===== config.mk =====
export PLATFORM = sky130hd
export DESIGN_NAME = dmx1xn_stream_flat
export DESIGN_NICKNAME = d
export VERILOG_FILES = /design/src/rtl/dmx1xn_stream_pkg.sv /design/src/rtl/dmx1xn_stream_if.sv /design/src/rtl/dmx1xn_stream_chan_reg.sv /design/src/rtl/dmx1xn_stream.sv /design/src/flat_wrapper.sv
export SDC_FILE = /design/constraint.sdc
export NUM_CORES = 1
export LEC_CHECK = 0
export BUFFER_PORTS_ARGS = -buffer_cell sky130_fd_sc_hd__buf_2
export CAP_MARGIN = 25
export CORE_MARGIN = 5
export CORE_UTILIZATION = 45
export CTS_CLUSTER_SIZE = 28
export DETAILED_ROUTE_END_ITERATION = 8
export PLACE_DENSITY = 0.75
export SLEW_MARGIN = 20
export SYNTH_ARGS = -nofsm -noshare
export SYNTH_HDL_FRONTEND = slang
export SYNTH_HIERARCHICAL = 1
export SYNTH_SLANG_ARGS = --single-unit

===== constraint.sdc =====
create_clock -name clk -period 1.9 [get_ports clk]
set_input_delay 0.19 -clock clk [delete_from_list [all_inputs] [get_ports clk]]
set_output_delay 0.19 -clock clk [all_outputs]
set_load 0.05 [all_outputs]

===== src/rtl/dmx1xn_stream_pkg.sv =====
// dmx1xn_stream_pkg: shared limits, drop counter width and channel-index helper.
// Optional round-robin mode is enabled by defining DMX1XN_RR_EN.
package dmx_pkg;
   localparam int N_MIN  = 2;
   localparam int N_MAX  = 16;
   localparam int W_MIN  = 1;
   localparam int W_MAX  = 64;
   localparam int DROP_W = 8;
   function automatic logic in_range(input int t, input int n);
      return t < n;
   endfunction
endpackage


===== src/rtl/dmx1xn_stream_if.sv =====
// dmx1xn_stream_if: input beat, per-channel outputs and drop counter of the 1:N demux.
interface dmx1xn_stream_if
   import dmx_pkg::*;
#(
   parameter int N = 4,
   parameter int W = 8
);
   localparam int SW = $clog2(N);
   logic              en;
   logic              i_valid;
   logic [W-1:0]      i_data;
   logic [SW-1:0]     s;
   logic              i_ready;
   logic [N-1:0]      y_valid;
   logic [N*W-1:0]    y_data;
   logic [N-1:0]      y_ready;
   logic [DROP_W-1:0] drop_cnt;
   modport master (output en, i_valid, i_data, s, y_ready, input i_ready, y_valid, y_data, drop_cnt);
   modport slave (input en, i_valid, i_data, s, y_ready, output i_ready, y_valid, y_data, drop_cnt);
endinterface


===== src/rtl/dmx1xn_stream_chan_reg.sv =====
// dmx_chan_reg: one-entry output holding register; a load while draining replaces the entry.
module dmx_chan_reg #(
   parameter int W = 8
) (
   input  logic         clk,
   input  logic         rst_n,
   input  logic         ld,
   input  logic         rdy,
   input  logic [W-1:0] d,
   output logic         vld,
   output logic [W-1:0] q
);
   always_ff @(posedge clk or negedge rst_n)
      if (!rst_n) begin
         vld <= 1'b0;
         q   <= '0;
      end else begin
         vld <= ld | (vld & ~rdy);
         if (ld) q <= d;
      end
endmodule


===== src/rtl/dmx1xn_stream.sv =====
// dmx1xn_stream: 1:N stream demux with per-channel holding registers and drop counter.
// Define DMX1XN_RR_EN to add the rr_mode port and round-robin channel targeting.
module dmx1xn_stream
   import dmx_pkg::*;
#(
   parameter int N = 4,
   parameter int W = 8
) (
   input logic clk,
   input logic rst_n,
`ifdef DMX1XN_RR_EN
   input logic rr_mode,
`endif
   dmx1xn_stream_if.slave bus
);
   localparam int SW = $clog2(N);
   logic [SW-1:0]     t;
   logic [N-1:0]      sel;
   logic [N-1:0]      yv;
   logic [N*W-1:0]    yd;
   logic              hit;
   logic              acc;
   logic [DROP_W-1:0] drop_cnt;
   if (N < N_MIN || N > N_MAX || W < W_MIN || W > W_MAX) begin : g_bad
      $error("dmx1xn_stream: N or W out of range");
   end
`ifdef DMX1XN_RR_EN
   logic [SW-1:0] rr_ptr;
   assign t = rr_mode ? rr_ptr : bus.s;
   always_ff @(posedge clk or negedge rst_n)
      if (!rst_n) rr_ptr <= '0;
      else if (acc && rr_mode) rr_ptr <= (rr_ptr == SW'(N - 1)) ? '0 : rr_ptr + 1'b1;
`else
   assign t = bus.s;
`endif
   assign hit = in_range(int'(t), N);
   // an out-of-range target selects no channel, so it can never stall
   assign sel = hit ? {{(N-1){1'b0}}, 1'b1} << t : '0;
   assign bus.i_ready = rst_n && bus.en && !(|(sel & yv & ~bus.y_ready));
   assign acc = bus.i_valid && bus.i_ready;
   always_ff @(posedge clk or negedge rst_n)
      if (!rst_n) drop_cnt <= '0;
      else if (acc && !hit && drop_cnt != '1) drop_cnt <= drop_cnt + 1'b1;
   for (genvar k = 0; k < N; k++) begin : g_ch
      dmx_chan_reg #(.W(W)) u_reg (
         .clk  (clk),
         .rst_n(rst_n),
         .ld   (acc && sel[k]),
         .rdy  (bus.y_ready[k]),
         .d    (bus.i_data),
         .vld  (yv[k]),
         .q    (yd[k*W +: W])
      );
   end
   assign bus.y_valid  = yv;
   assign bus.y_data   = yd;
   assign bus.drop_cnt = drop_cnt;
endmodule


===== src/flat_wrapper.sv =====
// flat-port wrapper written by rule: the top's interface ports become plain ports
module dmx1xn_stream_flat import dmx_pkg::*;
#(
   parameter int N = 4,
   parameter int W = 8
)
  (clk, rst_n, bus_en, bus_i_valid, bus_i_data, bus_s, bus_y_ready, bus_i_ready, bus_y_valid, bus_y_data, bus_drop_cnt);
  dmx1xn_stream_if #(.N(N), .W(W)) bus_i ();
  input logic clk;
  input logic rst_n;
  input wire logic [$bits(bus_i.en)-1:0] bus_en;
  input wire logic [$bits(bus_i.i_valid)-1:0] bus_i_valid;
  input wire logic [$bits(bus_i.i_data)-1:0] bus_i_data;
  input wire logic [$bits(bus_i.s)-1:0] bus_s;
  input wire logic [$bits(bus_i.y_ready)-1:0] bus_y_ready;
  output wire logic [$bits(bus_i.i_ready)-1:0] bus_i_ready;
  output wire logic [$bits(bus_i.y_valid)-1:0] bus_y_valid;
  output wire logic [$bits(bus_i.y_data)-1:0] bus_y_data;
  output wire logic [$bits(bus_i.drop_cnt)-1:0] bus_drop_cnt;
  assign bus_i.en = bus_en;
  assign bus_i.i_valid = bus_i_valid;
  assign bus_i.i_data = bus_i_data;
  assign bus_i.s = bus_s;
  assign bus_i.y_ready = bus_y_ready;
  assign bus_i_ready = bus_i.i_ready;
  assign bus_y_valid = bus_i.y_valid;
  assign bus_y_data = bus_i.y_data;
  assign bus_drop_cnt = bus_i.drop_cnt;
  dmx1xn_stream #(.N(N), .W(W)) u_core (.clk(clk), .rst_n(rst_n), .bus(bus_i));
endmodule

==> results of run 1 <==
## metrics by stage
step                      utilization  hold slack (ns)  instances
after floorplan                     -           -0.106        115
after CTS                       0.571            0.176        220
after detailed placement        0.546            0.211        212
final                           0.571            0.189        220
after global routing            0.571            0.179        220
after global placement          0.546            0.194        212
## power groups by stage
stage | Combinational [mW] | Clock [mW] | Sequential [mW]
final | 1.13 | 0.494 | 1.03
after global routing | 1.17 | 0.537 | 1.05
after CTS | 1.14 | 0.516 | 1.03
after detailed placement | 1.13 | 0 | 1.04
after global placement | 1.13 | 0 | 1.03
after floorplan | 0.303 | 0 | 1.61
## cell families after synthesis
| kind of cell | after synthesis |
|---|---|
| AOI/OAI and AO/OA | 8 |
| buffers and inverters | 18 |
| DFF | 36 |
| muxes | 32 |
| other | 1 |
| and+or+nand+nor | 13 |
## registers in the layout (all words and copies together), names as in the netlist
register / count
u_core/g_ch.u_reg/vld: 4
u_core/g_ch.u_reg/q: 32
## cell usage after synthesis
| cell type | number |
|---|---|
| dfrtp_1 | 36 |
| mux2_4 | 32 |
| buf_4 | 8 |
| inv_1 | 6 |
| a21o_2 | 4 |
| buf_6 | 4 |
| nand2_1 | 2 |
| nor2_1 | 2 |
| nor4_1 | 2 |
| o21ai_0 | 2 |
| and3b_1 | 1 |
| conb_1 | 1 |
| nand2b_1 | 1 |
| nand4_1 | 1 |
| nor2b_1 | 1 |
| nor3_1 | 1 |
| nor3b_1 | 1 |
| nor4b_4 | 1 |
| o211a_1 | 1 |
| o21ai_1 | 1 |
## worst reg2reg max path: stages, from the launching register on
cell and delay (ns):
dfrtp_1 0.39, nor4b_4 0.15, nor4_2 0.25, buf_4 0.25, mux2_4 0.32
## worst max path at each step
stage	startpoint	end	slack, ns	cells after the start
2_1_floorplan	u_core/g_ch[0].u_reg/vld	u_core/g_ch[2].u_reg/q[0]	0.21	4
3_3_place_gp	u_core/g_ch[0].u_reg/vld	u_core/g_ch[0].u_reg/q[5]	0.46	4
3_5_place_dp	u_core/g_ch[0].u_reg/vld	u_core/g_ch[2].u_reg/q[0]	0.44	4
4_1_cts	rst_n	bus_i_ready	0.21	6
5_1_grt	rst_n	bus_i_ready	0.13	6
6_report	rst_n	bus_i_ready	0.19	6
## layer usage
metal  vias up  wire length (um)  global-route usage
met5         -                 0                   0
met4         0                31              0.0355
met3         3               305              0.0582
met2        49              1520               0.210
met1       512              1540               0.190
li1        486                 -                   -
## what timing repair did
action,CTS,global route
buffers inserted,0,0
hold buffers,1,0
hold endpoints to repair,36,0
## final cells by class
class / count / area, sq um / area share
Clock buffer: 6 / 72.6 / 0.0350
Clock inverter: 1 / 5.00 / 0.00241
Inverter: 6 / 22.5 / 0.0109
Multi-Input combinational cell: 61 / 679 / 0.328
Sequential cell: 36 / 901 / 0.435
Tap cell: 48 / 60.1 / 0.0290
Timing Repair Buffer: 62 / 333 / 0.161
==> reports/qor.csv, run 1 <==
stage;metric;value;unit
placed_design;preCtsSetupSlack;0.441;ns
route;antenna_left;0;
clock_network;clockRootBuffer;clkbuf_8;
placed_design;globalplace.congestion;0.817;
floorplan;fp.coreArea;0.00363;sq mm
global_route;grt_pass1_wl;5460;um
worst_setup_path;r2r_end;u_core/g_ch[2].u_reg/q[6];
global_route;grt_use_total;0.140;
timing;setup_viol;0;
cells_and_area;mostFrequentLayoutCells;buf_2, dfrtp_1, mux2_4, conb_1, buf_4;
cells_and_area;fin_area;0.00207;sq mm
timing;setup_ws;0.194;ns
timing;rsz0062_at_grt;false;
global_route;grt_remaining_overflow;0;
clock_network;cts_tree;yes;
worst_setup_path;critPathLaunchType;primary input;
synthesis;synthCells;108;
clock_network;ctsResizeCount;0;
floorplan;die-area;0.00501;sq mm
worst_setup_path;crit_top_cell;buf_2;
timing;final.setup_skew;0.00438;ns
timing;finalHoldViolations;0;
cells_and_area;diodes;0;
cells_and_area;final_layout_size_suffix_gt1_frac;0.622;
route;vias;1050;
synthesis;synth.distinct_cells;20;
min_path;worstHoldStart;bus_i_data[6];
placed_design;dp_hpwl;2540;um
worst_setup_path;worstPathArrival;1.52;ns
route;totalWireLength;3400;um
timing;timing.final.crit_share;0.898;
clock_network;cts_buffer_depth;2;
route;routedWlPerCell;15.4;um
route;vias_per_cell;4.77;
route;dr.pass1.iters;4;
power_and_ir_drop;powerDensity;1280;mW/mm^2
worst_setup_path;rrSetupSlack;0.43;ns
power_and_ir_drop;p_comb_frac;0.426;
synthesis;synth_compound_area_frac;0.0361;
synthesis;synth_mux_area_frac;0.289;
synthesis;synth-simple-area-share;0.0549;
min_path;holdPathStages;2;
power_and_ir_drop;clock_power_share;0.186;
synthesis;netlist_top_cells_area;dfrtp_1, mux2_4, buf_4, buf_6, a21o_2;
min_path;hold_class;primary input to flop;
outcome;run_status;completed;
power_and_ir_drop;p_int;1.52;mW
timing;tns;0;ns
worst_setup_path;critical_path_buf_inv_count;3;
power_and_ir_drop;finalPower;2.65;mW
power_and_ir_drop;seq_power_share;0.388;
clock_network;cts_sinks;36;
worst_setup_path;critPathSlowestCell;dlygate4sd3_1;
clock_network;clkTransAtPathRegs;0.06;ns
cells_and_area;final_common_cell;buf_2;
floorplan;die_h;70.8;um
global_route;grt_pass1_vias;1069;
synthesis;synth_top_area_share;0.541;
power_and_ir_drop;irDropWorstVdd;0.683;mV
synthesis;synthAdderAreaFrac;0;
worst_setup_path;worstSetupPathType;primary input to primary output;
timing;period_needed;1.71;ns
worst_setup_path;max_stage_delay;0.54;ns
worst_setup_path;cp_top_family;buffers and inverters;
clock_network;clk_latency;0.28;ns
worst_setup_path;end_kind;primary output;
floorplan;die-width;70.8;um
synthesis;synth_top_family_by_area;multiplexers;
run;drv_cap;0;
placed_design;post_dp_cell_area;0.00199;sq mm
cells_and_area;num-fill-cells;324;
worst_setup_path;crit_fanout;4;
floorplan;fp-row-count;22;
floorplan;io_pins;63;
synthesis;syn-cell-area;0.00166;sq mm
clock_network;cts-buffers-inserted;5;
power_and_ir_drop;p_leak;1.10;nW
cells_and_area;final_nets;190;
power_and_ir_drop;switching_share;0.426;
worst_setup_path;crit_chain;dlygate4sd3_1 -> buf_2 -> nand2_1 -> nor2_1 -> o211a_1 -> buf_2;
timing;fmax;586;MHz
route;drc;0;
placed_design;port_buffers;54;
global_route;grt_antenna_before_repair;0;
synthesis;ys_ff_latch;36;
worst_setup_path;reg2reg_depth;4;
cells_and_area;syn_to_final_growth;24.6;%
synthesis;yosys_warnings;6;
synthesis;synth-xor-area-share;0;
worst_setup_path;critPathRequiredTime;1.71;ns
route;drt_iter0_markers;32;
worst_setup_path;r2r-start;u_core/g_ch[0].u_reg/vld;
clock_network;htreeDepth;2;
synthesis;synth.avg_cell_area;15.4;sq um
min_path;holdPathEnd;u_core/g_ch[0].u_reg/q[6];
global_route;grt_max_degree;20;
floorplan;start_util;0.458;
synthesis;yosysSeqAreaShare;0.541;
power_and_ir_drop;p_switching;1.13;mW
timing;finalMaxSlewViolations;0;
synthesis;synth_top_area_cell;dfrtp_1;
(Power assumes the default switching activity.)
==> run 2: changes to the inputs <==
--- a/config.mk
+++ b/config.mk
@@ -12,6 +12,7 @@
 export CTS_CLUSTER_SIZE = 28
 export DETAILED_ROUTE_END_ITERATION = 8
 export PLACE_DENSITY = 0.75
+export REMOVE_ABC_BUFFERS = 1
 export SLEW_MARGIN = 20
 export SYNTH_ARGS = -nofsm -noshare
 export SYNTH_HDL_FRONTEND = slang
==> run 2 against run 1 <==
Global-route usage up 0.46 points. Via count down 0.67%. Wire length up 2.5%. Fmax down 6.0%. Die area unchanged. Largest cell class unchanged. Highest routed layer unchanged.
==> reports/qor.csv, run 2 (synthesized netlist as in run 1, its figures left out) <==
stage;metric;value;unit;change
timing;period_needed;1.81;ns;+0.109 ns
cells_and_area;ff_latch_area;901;sq um;unchanged
timing;setup_viol;0;;unchanged
clock_network;clkTransAtPathRegs;0.07;ns;about the same
cells_and_area;top_register;u_core/g_ch.u_reg/q;;
global_route;grt_use_total;0.145;;+0.00456
clock_network;cts_buffer_depth;2;;unchanged
global_route;grt_pass1_vias;1125;;+5.2%
cells_and_area;diodes;0;;unchanged
global_route;grt_antenna_before_repair;0;;unchanged
route;routedWlPerCell;15.7;um;+1.6%
cells_and_area;num-fill-cells;310;;-4.3%
global_route;grt_pass1_wl;5660;um;+3.7%
placed_design;dp_hpwl;2690;um;+5.8%
min_path;hold_class;primary input to flop;;
clock_network;cts_setup_buffers;0;;unchanged
cells_and_area;final_nets;191;;+0.53%
cells_and_area;fin_cells;222;;+0.91%
timing;finalHoldViolations;0;;unchanged
route;vias_per_cell;4.70;;-1.6%
floorplan;fp-row-count;22;;unchanged
worst_setup_path;end_kind;primary output;;
cells_and_area;final_layout_size_suffix_gt1_frac;0.626;;+0.00434
clock_network;cts-buffers-inserted;5;;unchanged
outcome;run_status;completed;;
global_route;grt_remaining_overflow;0;;unchanged
global_route;grt_max_degree;29;;+45%
worst_setup_path;critPathSlowestCell;dlygate4sd3_1;;
power_and_ir_drop;powerDensity;1330;mW/mm^2;+4.1%
floorplan;fp.coreArea;0.00363;sq mm;unchanged
cells_and_area;final_util;0.582;;+0.0110
placed_design;port_buffers;54;;unchanged
floorplan;start_util;0.458;;unchanged
placed_design;preCtsSetupSlack;0.282;ns;-0.159 ns
worst_setup_path;critPathLaunchType;primary input;;
worst_setup_path;crit_chain;dlygate4sd3_1 -> clkbuf_4 -> nand2_1 -> nor2_1 -> o211a_1 -> buf_2;;
run;drv_cap;0;;unchanged
worst_setup_path;worstSetupPathType;primary input to primary output;;
timing;hold_ws;0.181;ns;-0.00800 ns
cells_and_area;largest_reg_flops;32;;unchanged
power_and_ir_drop;irDropWorstVdd;0.622;mV;-8.9%
floorplan;io_pins;63;;unchanged
clock_network;clockRootBuffer;clkbuf_8;;
clock_network;htreeDepth;2;;unchanged
route;totalWireLength;3480;um;+2.5%
worst_setup_path;max_stage_delay;0.52;ns;-0.02 ns
timing;setup_ws;0.0851;ns;-0.109 ns
timing;fmax;551;MHz;-6.0%
cells_and_area;multiInputGateArea;679;sq um;unchanged
route;antenna_left;0;;unchanged
timing;rsz0062_at_grt;false;;
worst_setup_path;worstPathArrival;1.62;ns;+0.10 ns
timing;timing.final.crit_share;0.955;;+0.0575
clock_network;cts_sinks;36;;unchanged
cells_and_area;largestRegisters;u_core/g_ch.u_reg/q (32), u_core/g_ch.u_reg/vld (4);;
route;drc;0;;unchanged
route;vias;1043;;-0.67%
floorplan;die_h;70.8;um;unchanged
timing;tns;0;ns;unchanged
route;dr.pass1.iters;4;;unchanged
cells_and_area;syn_to_final_growth;27.0;%;
cells_and_area;fin_area;0.00211;sq mm;+1.9%
worst_setup_path;crit_fanout;11;;+7
power_and_ir_drop;finalPower;2.82;mW;+6.1%
worst_setup_path;critPathRequiredTime;1.71;ns;about the same
placed_design;place_inst;213;;+0.47%
placed_design;globalplace.congestion;0.758;;-7.3%
power_and_ir_drop;p_leak;1.12;nW;+1.9%
clock_network;cts_tree;yes;;
floorplan;die-area;0.00501;sq mm;unchanged
route;drt_iter0_markers;53;;+66%
placed_design;post_dp_cell_area;0.00199;sq mm;+0.38%
timing;final.setup_skew;0.00396;ns;-0.000420 ns
timing;finalMaxSlewViolations;0;;unchanged
floorplan;die-width;70.8;um;unchanged
cells_and_area;mostFrequentLayoutCells;buf_2, dfrtp_1, mux2_4, conb_1, buf_4;;
cells_and_area;final_common_cell;buf_2;;
clock_network;clk_latency;0.28;ns;about the same
run 2: cell type report:
class,count,share of cell area
clock buffers,6,0.0343
clock inverters,2,0.0166
inverters,6,0.0107
multi-input cells,61,0.321
flip-flops and latches,36,0.426
well taps,48,0.0284
repair buffers,63,0.162
run 2: layer usage:
| layer | global-route usage | wire (um) | up-vias |
|---|---|---|---|
| li1 | - | - | 482 |
| met1 | 0.178 | 1470 | 521 |
| met2 | 0.238 | 1750 | 37 |
| met3 | 0.0526 | 237 | 3 |
| met4 | 0.0459 | 18 | 0 |
| met5 | 0 | 0 | - |
run 2: critical path: cells and delay by family:
kind,cells,cell delay [ns]
compound gates,1,0.15
buf+inv,3,0.99
simple gates,2,0.28
run 2: worst paths after layout:
check / start / to / cells past startpoint / slack [ns]
max in group asynchronous: rst_n / u_core/g_ch[3].u_reg/q[0] / 3 / 1.03
worst max register to register: u_core/g_ch[0].u_reg/vld / u_core/g_ch[2].u_reg/q[7] / 4 / 0.39
worst max-delay path: rst_n / bus_i_ready / 6 / 0.09
worst min-delay path: bus_i_data[1] / u_core/g_ch[2].u_reg/q[1] / 2 / 0.18
min in group asynchronous: rst_n / u_core/g_ch[0].u_reg/vld / 2 / 0.30
worst min register to register: u_core/g_ch[1].u_reg/vld / u_core/g_ch[1].u_reg/vld / 1 / 0.51
run 2: repair_timing:
| action | in CTS | in global routing |
|---|---|---|
| hold buffers | 1 | 0 |
| hold endpoints to repair | 8 | 0 |
| endpoints found under the setup margin | 0 | 17 |
| resized for setup | 0 | 1 |
run 2: power breakdown:
part | internal [mW] | leakage [nW] | switching (mW) | total [mW]
clock network | 0.389 | 0.0552 | 0.263 | 0.652
registers | 0.930 | 0.448 | 0.0960 | 1.03
logic | 0.344 | 0.618 | 0.796 | 1.14
total | 1.66 | 1.12 | 1.15 | 2.82
==> run 3: changes to the inputs <==
--- a/config.mk
+++ b/config.mk
@@ -7,11 +7,13 @@
 export LEC_CHECK = 0
 export BUFFER_PORTS_ARGS = -buffer_cell sky130_fd_sc_hd__buf_2
 export CAP_MARGIN = 25
+export CELL_PAD_IN_SITES_DETAIL_PLACEMENT = 1
+export CELL_PAD_IN_SITES_GLOBAL_PLACEMENT = 1
 export CORE_MARGIN = 5
-export CORE_UTILIZATION = 45
+export CORE_UTILIZATION = 38
 export CTS_CLUSTER_SIZE = 28
 export DETAILED_ROUTE_END_ITERATION = 8
-export PLACE_DENSITY = 0.75
+export PLACE_DENSITY = 0.79
 export REMOVE_ABC_BUFFERS = 1
 export SLEW_MARGIN = 20
 export SYNTH_ARGS = -nofsm -noshare
==> run 3 against run 2 <==
Highest routed layer unchanged. Global-route usage rose by 0.72 points. Via count up 5.4%. Utilization is 8.3 points lower. Wire length is 27% higher. Non-clock buffer count grew 1. Power grew 3.4%. Critical path depth unchanged. First-iteration DRC count up 7.5%. Fmax grew 5.3%. Cell area is 1.4% higher. Sequential share of layout area fell by 0.57 points. Clock skew about the same.
==> reports/qor.csv, run 3 (synthesized netlist as in run 1, its figures left out) <==
stage;metric;value;unit;change
power_and_ir_drop;irDropWorstVdd;0.509;mV;-18%
clock_network;clockRootBuffer;clkbuf_8;;
placed_design;port_buffers;54;;unchanged
timing;hold_ws;0.185;ns;+0.00311 ns
cells_and_area;final_common_cell;buf_2;;
route;antenna_left;0;;unchanged
route;dr.pass1.iters;4;;unchanged
timing;rsz0062_at_grt;false;;
worst_setup_path;critical_path_buf_inv_count;3;;unchanged
global_route;grt_remaining_overflow;0;;unchanged
clock_network;cts_sinks;36;;unchanged
floorplan;die_h;76.2;um;+7.6%
global_route;grt_use_total;0.152;;+0.00718
cells_and_area;mostFrequentLayoutCells;buf_2, dfrtp_1, mux2_4, buf_4, conb_1;;
clock_network;cts-buffers-inserted;5;;unchanged
timing;timing.final.crit_share;0.907;;-0.0484
power_and_ir_drop;powerDensity;1360;mW/mm^2;+2.0%
global_route;grt_pass1_wl;7020;um;+24%
worst_setup_path;crit_fanout;4;;-7
cells_and_area;largestRegisters;u_core/g_ch.u_reg/q (32), u_core/g_ch.u_reg/vld (4);;
timing;fmax;580;MHz;+5.3%
timing;finalMaxSlewViolations;0;;unchanged
route;vias;1099;;+5.4%
clock_network;clkTransAtPathRegs;0.07;ns;about the same
worst_setup_path;critPathRequiredTime;1.71;ns;about the same
clock_network;cts_tree;yes;;
floorplan;die-area;0.00580;sq mm;+16%
route;vias_per_cell;4.84;;+3.0%
worst_setup_path;critPathLaunchType;primary input;;
worst_setup_path;max_stage_delay;0.52;ns;about the same
outcome;run_status;completed;;
floorplan;fp.coreArea;0.00429;sq mm;+18%
cells_and_area;top_register;u_core/g_ch.u_reg/q;;
cells_and_area;final_nets;192;;+0.52%
route;routedWlPerCell;19.5;um;+24%
timing;final.setup_skew;0.00426;ns;+0.000295 ns
worst_setup_path;worstPathArrival;1.53;ns;-0.09 ns
placed_design;dp_hpwl;3420;um;+27%
worst_setup_path;worstSetupPathType;primary input to primary output;;
floorplan;die-width;76.2;um;+7.6%
floorplan;start_util;0.388;;-0.0705
worst_setup_path;crit_top_cell;buf_2;;
cells_and_area;diodes;0;;unchanged
global_route;grt_max_degree;21;;-28%
cells_and_area;final_layout_size_suffix_gt1_frac;0.634;;+0.00785
clock_network;cts_buffer_depth;2;;unchanged
worst_setup_path;critPathSlowestCell;dlygate4sd3_1;;
timing;period_needed;1.72;ns;-0.0920 ns
min_path;hold_class;primary input to flop;;
clock_network;clk_latency;0.28;ns;about the same
floorplan;fp-row-count;24;;+9.1%
clock_network;ctsResizeCount;0;;unchanged
timing;setup_viol;0;;unchanged
cells_and_area;syn_to_final_growth;28.7;%;
clock_network;htreeDepth;2;;unchanged
worst_setup_path;crit_chain;dlygate4sd3_1 -> buf_2 -> nand2_1 -> nor2_1 -> o211a_1 -> buf_2;;
worst_setup_path;cp_top_family;buffers and inverters;;
timing;finalHoldViolations;0;;unchanged
route;drt_iter0_markers;57;;+7.5%
power_and_ir_drop;finalPower;2.91;mW;+3.4%
floorplan;io_pins;63;;unchanged
global_route;grt_pass1_vias;1293;;+15%
placed_design;globalplace.congestion;0.844;;+11%
route;totalWireLength;4420;um;+27%
run;drv_cap;0;;unchanged
route;drc;0;;unchanged
cells_and_area;largest_reg_flops;32;;unchanged
global_route;grt_antenna_before_repair;0;;unchanged
power_and_ir_drop;p_leak;1.13;nW;+1.2%
worst_setup_path;end_kind;primary output;;
-- run 3: cell count changes in the layout (fill, tap and decap cells not counted) --
cell	change
clkbuf_8	+2
clkbuf_4	-1
clkinv_2	-1
buf_2	+1
buf_4	+1
clkbuf_1	-1
-- run 3: cell type report --
cell class	instances	area, sq um
Clock inverter	1	30.0
Fill cell	457	2150
Sequential cell	36	901
Timing Repair Buffer	64	348
Clock buffer	7	96.3
Multi-Input combinational cell	61	679
Tap cell	52	65.1
Inverter	6	22.5
-- run 3: worst paths after layout --
check,start,end,slack [ns],cells after the start
max,rst_n,bus_i_ready,0.18,6
min,bus_i_data[5],u_core/g_ch[2].u_reg/q[5],0.18,2
max reg2reg,u_core/g_ch[0].u_reg/vld,u_core/g_ch[2].u_reg/q[1],0.39,4
min reg2reg,u_core/g_ch[3].u_reg/q[2],u_core/g_ch[3].u_reg/q[2],0.51,1
max in group asynchronous,rst_n,u_core/g_ch[0].u_reg/q[0],1.24,3
min in group asynchronous,rst_n,u_core/g_ch[0].u_reg/vld,0.45,3
-- run 3: worst reg2reg max path: stages (launching register included) --
cell     delay (ns)
dfrtp_1        0.40
nor4b_4        0.15
nor4_2         0.27
buf_4          0.26
mux2_4         0.32
-- run 3: power breakdown --
part           internal (mW)  switching, mW  leakage [nW]
logic                  0.344          0.803         0.622
clock network          0.463          0.272        0.0645
registers              0.930          0.101         0.448
-- run 3: through the flow --
stage	cells	utilization	TNS, ns	cell area, sq um	worst slack [ns]
global route	227	0.499	0	2140	0.0983
global placement	218	0.467	0	2010	0.466
CTS	227	0.499	0	2140	0.195
floorplan	103	-	-15.79	1590	-0.761
finish	227	0.499	0	2140	0.177
detailed placement	218	0.467	0	2010	0.367
-- run 3: timing repair --
| item | CTS | global route |
|---|---|---|
| setup endpoints to repair | 0 | 0 |
| buffers inserted | 0 | 0 |
| hold endpoints to repair | 36 | 0 |
| hold buffers | 1 | 0 |
-- run 3: layer usage --
metal | vias to the layer above | GRT usage | share of wire
li1 | 484 | - | -
met1 | 568 | 0.154 | 0.38
met2 | 38 | 0.283 | 0.54
met3 | 9 | 0.0390 | 0.049
met4 | 0 | 0.0787 | 0.024
met5 | - | 0 | 0
